`config.mk`:
```
export PLATFORM = sky130hd
export DESIGN_NAME = serial_subtractor
export DESIGN_NICKNAME = d
export VERILOG_FILES = /design/src/rtl/serial_subtractor.sv
export SDC_FILE = /design/constraint.sdc
export NUM_CORES = 1
export LEC_CHECK = 0
export ABC_AREA = 1
export CAP_MARGIN = 0
export CORE_MARGIN = 5
export CORE_UTILIZATION = 45
export CTS_CLUSTER_DIAMETER = 30
export DETAILED_ROUTE_END_ITERATION = 8
export GPL_TIMING_DRIVEN = 0
export PLACE_DENSITY_LB_ADDON = 0.25
export SYNTH_ARGS = -nofsm -noshare
export SYNTH_HDL_FRONTEND = slang
export SYNTH_SLANG_ARGS = --single-unit
```
`constraint.sdc`:
```
create_clock -name clk -period 1.25 [get_ports clk]
set_input_delay 0.1875 -clock clk [delete_from_list [all_inputs] [get_ports clk]]
set_output_delay 0.1875 -clock clk [all_outputs]
set_load 0.05 [all_outputs]
```
`src/rtl/serial_subtractor.sv`:
```
// serial_subtractor: bit-serial N-bit subtractor (diff = a - b), LSB first,
// one bit per clock, using a single full-adder cell computing a + ~b + 1.
// Handshake is start/busy/done; results are held until the next done.
// Optional feature macro: SERIAL_SUB_ADD_MODE_EN adds an `add` input that
// turns the same datapath into a serial adder (diff = a + b).
module serial_subtractor #(
    parameter int N = 4
) (
    input  logic         clk,
    input  logic         resetn,
    input  logic         start,
`ifdef SERIAL_SUB_ADD_MODE_EN
    input  logic         add,
`endif
    input  logic [N-1:0] a,
    input  logic [N-1:0] b,
    output logic [N-1:0] diff,
    output logic         borrow,
    output logic         overflow,
    output logic         busy,
    output logic         done
);

    localparam int CW = $clog2(N) + 1;

    typedef enum logic [1:0] {
        IDLE = 2'd0,
        RUN  = 2'd1,
        DONE = 2'd2
    } state_t;

    state_t        state, state_nxt;
    logic [N-1:0]  sa, sb, sr;
    logic [CW-1:0] cnt;
    logic          c;
    logic          op_add;

    logic          accept;
    logic          b_bit;
    logic          s;
    logic          c_nxt;
    logic          last;

`ifndef SERIAL_SUB_ADD_MODE_EN
    // Without the add feature the datapath is permanently a subtractor.
    assign op_add = 1'b0;
`endif

    // A new request is taken whenever the engine is not mid-operation;
    // accepting in DONE gives back-to-back operation with no idle gap.
    assign accept = start && ((state == IDLE) || (state == DONE));

    // One full-adder cell. In subtract mode the subtrahend bit is inverted
    // and the carry starts at 1 (two's-complement negate).
    assign b_bit  = op_add ? sb[0] : ~sb[0];
    assign s      = sa[0] ^ b_bit ^ c;
    assign c_nxt  = (sa[0] & b_bit) | (sa[0] & c) | (b_bit & c);
    assign last   = (cnt == CW'(N - 1));

    // State register.
    always_ff @(posedge clk) begin
        if (!resetn) state <= IDLE;
        else         state <= state_nxt;
    end

    // Next-state logic and handshake outputs.
    always_comb begin
        state_nxt = state;
        busy      = 1'b0;
        done      = 1'b0;
        case (state)
            IDLE: begin
                if (start) state_nxt = RUN;
            end
            RUN: begin
                busy = 1'b1;
                if (last) state_nxt = DONE;
            end
            DONE: begin
                done      = 1'b1;
                state_nxt = start ? RUN : IDLE;
            end
            default: state_nxt = IDLE;
        endcase
    end

    // Operand/result shift registers, bit counter and carry.
    always_ff @(posedge clk) begin
        if (!resetn) begin
            sa  <= '0;
            sb  <= '0;
            sr  <= '0;
            cnt <= '0;
            c   <= 1'b0;
`ifdef SERIAL_SUB_ADD_MODE_EN
            op_add <= 1'b0;
`endif
        end else if (accept) begin
            sa  <= a;
            sb  <= b;
            cnt <= '0;
`ifdef SERIAL_SUB_ADD_MODE_EN
            op_add <= add;
            c      <= ~add;
`else
            c      <= 1'b1;
`endif
        end else if (state == RUN) begin
            c   <= c_nxt;
            sr  <= {s, sr[N-1:1]};
            sa  <= sa >> 1;
            sb  <= sb >> 1;
            cnt <= cnt + 1'b1;
        end
    end

    // Result registers: loaded on the edge that computes the final (sign)
    // bit, so the full result is taken from the shifter input, not sr.
    // Sign-bit overflow: operands (after optional inversion) agree in sign
    // but the result sign differs; this single form covers both modes.
    always_ff @(posedge clk) begin
        if (!resetn) begin
            diff     <= '0;
            borrow   <= 1'b0;
            overflow <= 1'b0;
        end else if ((state == RUN) && last) begin
            diff     <= {s, sr[N-1:1]};
            borrow   <= op_add ? c_nxt : ~c_nxt;
            overflow <= (sa[0] == b_bit) && (s != sa[0]);
        end
    end

endmodule
```
Word-level counts from Yosys, hierarchy flattened
Cells that the tools add are included.
- register bits after elaboration: 24
- input port bits: 11
- output and inout port bits: 8
- word-level logic and storage cells: 49
- add/sub/neg operators: 1
- equality and inequality tests: 7
- mux-type cells: 12
- bitwise logic cells: 11
- reduce and logical (&&, ||, !) cells: 9
- operator list (operator ; count):
    $mux 4 ; 4
    $pmux 2 s3 ; 1
    $mux 1 ; 5
    $mux 2 ; 2
    $ne 2x2->1 const B ; 2
    $not 1->1 ; 4
    $reduce_and 2->1 ; 2
    $add 3x1->3 const B ; 1
    $and 1x1->1 ; 3
    $eq 3x2->1 const B ; 1
    $logic_and 1x1->1 ; 3
    $eq 2x1->1 const B ; 1
    $eq 2x2->1 const B ; 1
    $logic_not 2->1 ; 1
    $or 1x1->1 ; 2
    $reduce_bool 2->1 ; 1
    $reduce_or 2->1 ; 1
    $xor 1x1->1 ; 2
    $eq 1x1->1 ; 1
    $logic_or 1x1->1 ; 1
    $ne 1x1->1 ; 1

Depth between registers and ports, before layout
- word-level depth: 6
- depth in mapped cells: 8
- gate-level depth less buffers: 8

Worst setup path before layout
No wires, ideal clock.
- kind: register to register
- start point: register sa[0]
- end point: register overflow
- library setup time: 116 ps
- data arrival time: 1147 ps
- data required time: 1134 ps
- path slack: -13 ps
- stages on the path, launching flop included: 8
- buffers on the path: 0
- period minus slack after synthesis: 1263 ps
- cell sequence: dfxtp_1 > fa_1 > inv_1 > nand2_1 > nand3b_1 > nand2_1 > inv_1 > nor2_1
- cells in the longest elaborated chain, start to end: 4
- elaborated cells between the ends (all ways): 5
- classes of those cells: 2 x eq/ne; 2 x bitwise; 1 x reduce/logical
- RTL lines (item ; line ; text):
    start: declaration ; 33 ; logic [N-1:0] sa, sb, sr;
    start signal: assignment ; 111 ; sa <= sa >> 1;
    $xor 1x1->1 (2 in a row) ; 56 ; assign s = sa[0] ^ b_bit ^ c;
    via s ; 40 ; logic s;
    $ne 1x1->1 ; 129 ; overflow <= (sa[0] == b_bit) && (s != sa[0]);
    $logic_and 1x1->1 ; 129 ;
    end signal: assignment ; 129 ;
    end: declaration ; 19 ; output logic overflow,
The timed path passes the listed nets, and every way through them passes these cells.
A chain may end at the register's enable or synchronous reset.

Final worst setup path
- start point: register c
- end point: register overflow
- cells in the longest elaborated chain, start to end: 3
- RTL lines (item ; line ; text):
    start: declaration ; 35 ; logic c;
    start signal: assignment ; 109 ; c <= c_nxt;
    $xor 1x1->1 ; 56 ;
    via s ; 40 ;
    $ne 1x1->1 ; 129 ;
    $logic_and 1x1->1 ; 129 ;
The timed path passes the listed nets, and every way through them passes these cells.

==> key figures <==
Run status
  – Status: finished with violations
  – Failing checks: negative setup slack

Routing
  – Via density: 4.81
  – WL met2: 1170 µm
  – Vias after detailed routing: ~950
  – Avg WL per Cell: roughly 12 µm
  – DRC: 0
  – DRT Pass-1 Iters: 4
  – Routed met1 length: 1070 µm
  – Routed Wire Length: 2350 µm
  – Met3 wire len: between 100 and 150 µm
  – Routed Antenna Nets: 0
  – DR iter-0 viols: 10
  – Max Used Layer: met4

Global routing
  – Global-route wire length before repair: between 3000 and 4000 µm
  – GRT overflow: 0
  – GRT Util Overall: 14.4%
  – Vias in the first global route: around 900
  – Pin count of the biggest net entering global routing: 13
  – Initial antenna violation count: 0

Floorplanning
  – Ports: 19
  – Core area: between 2000 and 2500 µm²
  – Die height: 57.5 µm
  – Site Rows: 17
  – Die Width: ~57 µm
  – Initial Util: 46.3%
  – Die area: 3300 µm²

Worst hold path
  – Worst Hold Launch: b[3]
  – Hold Path Cell Cnt: 3
  – Hold Crit Class: input pin to register
  – Worst Hold Endpoint: sb[3]

STA
  – Fmax: 740 MHz
  – Slew margin rel.: 82.5%
  – Worst Max-Slew Pin Slew: 0.265 ns
  – Max-slew violations: 0
  – Tcrit/Tclk final: 108%
  – # setup viols final: 3
  – RSZ-0062 raised after global routing: yes
  – Fin. Hold Viols: 0
  – Final Critical Period: 1.35 ns
  – Final worst slack: -0.102 ns
  – Setup Skew: 0.00865 ns

Critical path
  – Kind of critical path: register to register
  – Critical Path RT: approximately 1.5 ns
  – R2R cell count: 7
  – Crit path max fanout: 3
  – FF-to-FF End: overflow
  – Flop2flop setup slack: -0.10 ns
  – WP data arrival: 1.60 ns
  – Crit path capture type: register
  – R2r startpoint: c
  – Crit start category: register

Synthesis
  – Post-synthesis adder-cell area fraction: 5.67%
  – Largest family of logic cells by synthesized area: simple AND/OR/NAND/NOR gates
  – Part of the Yosys area used for sequential elements: between 40% and 50%
  – Synth area leader: dfxtp_1
  – Unique masters post-synth: 19
  – Ranking of synthesized cells by area: dfxtp_1 (45%), nor2_1 (10%), nand3_1 (7.9%)
  – Syn Inst Count: roughly 140
  – Netlist Area Pre-Place: about 1000 µm²
  – Post-synthesis xor/xnor area fraction: 0.863%
  – Post-synthesis compound-gate area fraction: 10.4%
  – Synth Net Count: ~150
  – Area share of the largest cell type after synthesis: between 40% and 50%
  – Syn_area_per_cell: about 7.4 µm²
  – Synth warnings: 0
  – Mux contribution to synthesized area: 0%
  – Yosys reg bits: 23
  – Simple-gate portion of the synthesized area: 28.0%

Clock tree
  – CTS root buffer: clkbuf_4
  – Post-CTS Hold Buffers: 0
  – Clk_lat worst skew: 0.31 ns
  – Num CTS Buffers: 3
  – H-Tree Depth: 1
  – Clock buffer depth: 2
  – # clock sinks: 23
  – CTS tree: done
  – Register clock-pin slew on the reported worst setup and hold paths: 0.13 ns

Layout
  – Area Overhead vs Synth: 39.2%
  – Final net count: 185
  – Fillers: approximately 210
  – Share of cells above drive strength 1: 27.8%
  – Final non-filler cell area: 1410 µm²
  – Final core utilization: 64.5%
  – # diodes: 0

Flow run
  – Max Cap Viol: 0

Power
  – Maximum VDD drop: around 780 µV
  – Pwr per Cell Area: 1050 nW/µm²
  – PnR Total Power: 1.48 mW
  – Cell leakage power: 0.637 nW

Placement
  – Post-DP HPWL: between 1500 and 2000 µm
  – DP Area: around 1200 µm²
  – RePlAce Congestion: 0.776
  – # port buffers: 18
  – Setup WS pre-CTS: -0.550 ns
## power breakdown
part           total [mW]  internal (mW)  switching, mW
clock               0.343          0.124          0.219
sequential          0.811          0.777         0.0335
combinational       0.326          0.160          0.166
total                1.48           1.06          0.418
## registers in the layout, indices dropped and copies added (netlist names)
register,cells
borrow,1
cnt,3
sa,4
c,1
state,2
overflow,1
sr,3
diff,4
sb,4
## per-layer routing
metal,GRT usage [%],vias to the layer above
li1,-,492
met5,0,-
met3,2.94,2
met4,4.97,0
met1,19.1,433
met2,23.2,21
## final cells by class
cell class / count / area (µm²) / share of cell area [%]
multi-input cells: 90 / 505 / 35.8
inverters: 21 / 93.8 / 6.64
well taps: 28 / 35.0 / 2.48
plain buffers: 3 / 21.3 / 1.51
clock buffers: 4 / 26.3 / 1.86
repair buffers: 28 / 259 / 18.3
flip-flops and latches: 23 / 472 / 33.4
## repair_timing
item / CTS / global route
gates resized for setup: 41 / 31
setup endpoints to repair: 14 / 18
buffers inserted: 1 / 9
pin swaps: 0 / 4
## worst max-delay path, cell delays in order, from the launching register on
cell and delay, ns:
dfxtp_2 0.35, fa_1 0.58, inv_1 0.06, nand2_1 0.05, nand3b_1 0.07, nand2_1 0.06
inv_1 0.03, nor2_1 0.09
## worst max-delay path by stage
stage / startpoint / to / cells after the start
2_1_floorplan: c / overflow / 7
3_3_place_gp: state[0] / busy / 3
3_5_place_dp: state[0] / busy / 3
4_1_cts: c / overflow / 7
5_1_grt: c / overflow / 7
6_report: c / overflow / 7
## through the flow
stage,hold slack (ns),setup TNS [ns],cells
after global placement,0.444,-3.30,183
final,0.455,-0.139,197
after global routing,0.463,-0.539,197
after CTS,0.461,-0.520,188
after floorplan,0.322,-0.00121,137
after detailed placement,0.461,-4.07,183
## Yosys cell counts
cell / instances
nor2_1: 27
dfxtp_1: 23
inv_1: 19
nand2_1: 16
nand3_1: 16
o21ai_0: 11
a21oi_1: 10
ha_1: 3
inv_2: 2
buf_2: 1
buf_6: 1
clkbuf_1: 1
fa_1: 1
nand2_2: 1
nand2_4: 1
nand3b_1: 1
nor2_4: 1
or2_2: 1
xor2_1: 1
## cell families after synthesis
| kind of cell | Yosys count |
|---|---|
| AO/OA/AOI/OAI | 21 |
| adder cells (fa/ha/maj) | 4 |
| buffers and inverters | 24 |
| XOR/XNOR | 1 |
| AND/OR/NAND/NOR | 64 |
| flip-flops | 23 |
## cells in the final DEF, fill, tap and decap left out, types with 2 or more instances in the layout
cell type         n
nor2_1           24
buf_2             5
clkdlybuf4s50_1  10
buf_6             2
nand3_1          16
inv_2             4
o21ai_0          11
dfxtp_1          16
nand2_1          16
clkbuf_4          3
dfxtp_2           6
nor2_2            3
buf_12            2
buf_4             9
clkdlybuf4s18_2   2
inv_1            15
a21oi_1           9
ha_4              2
No activity file was read; power rests on OpenSTA's default activity.
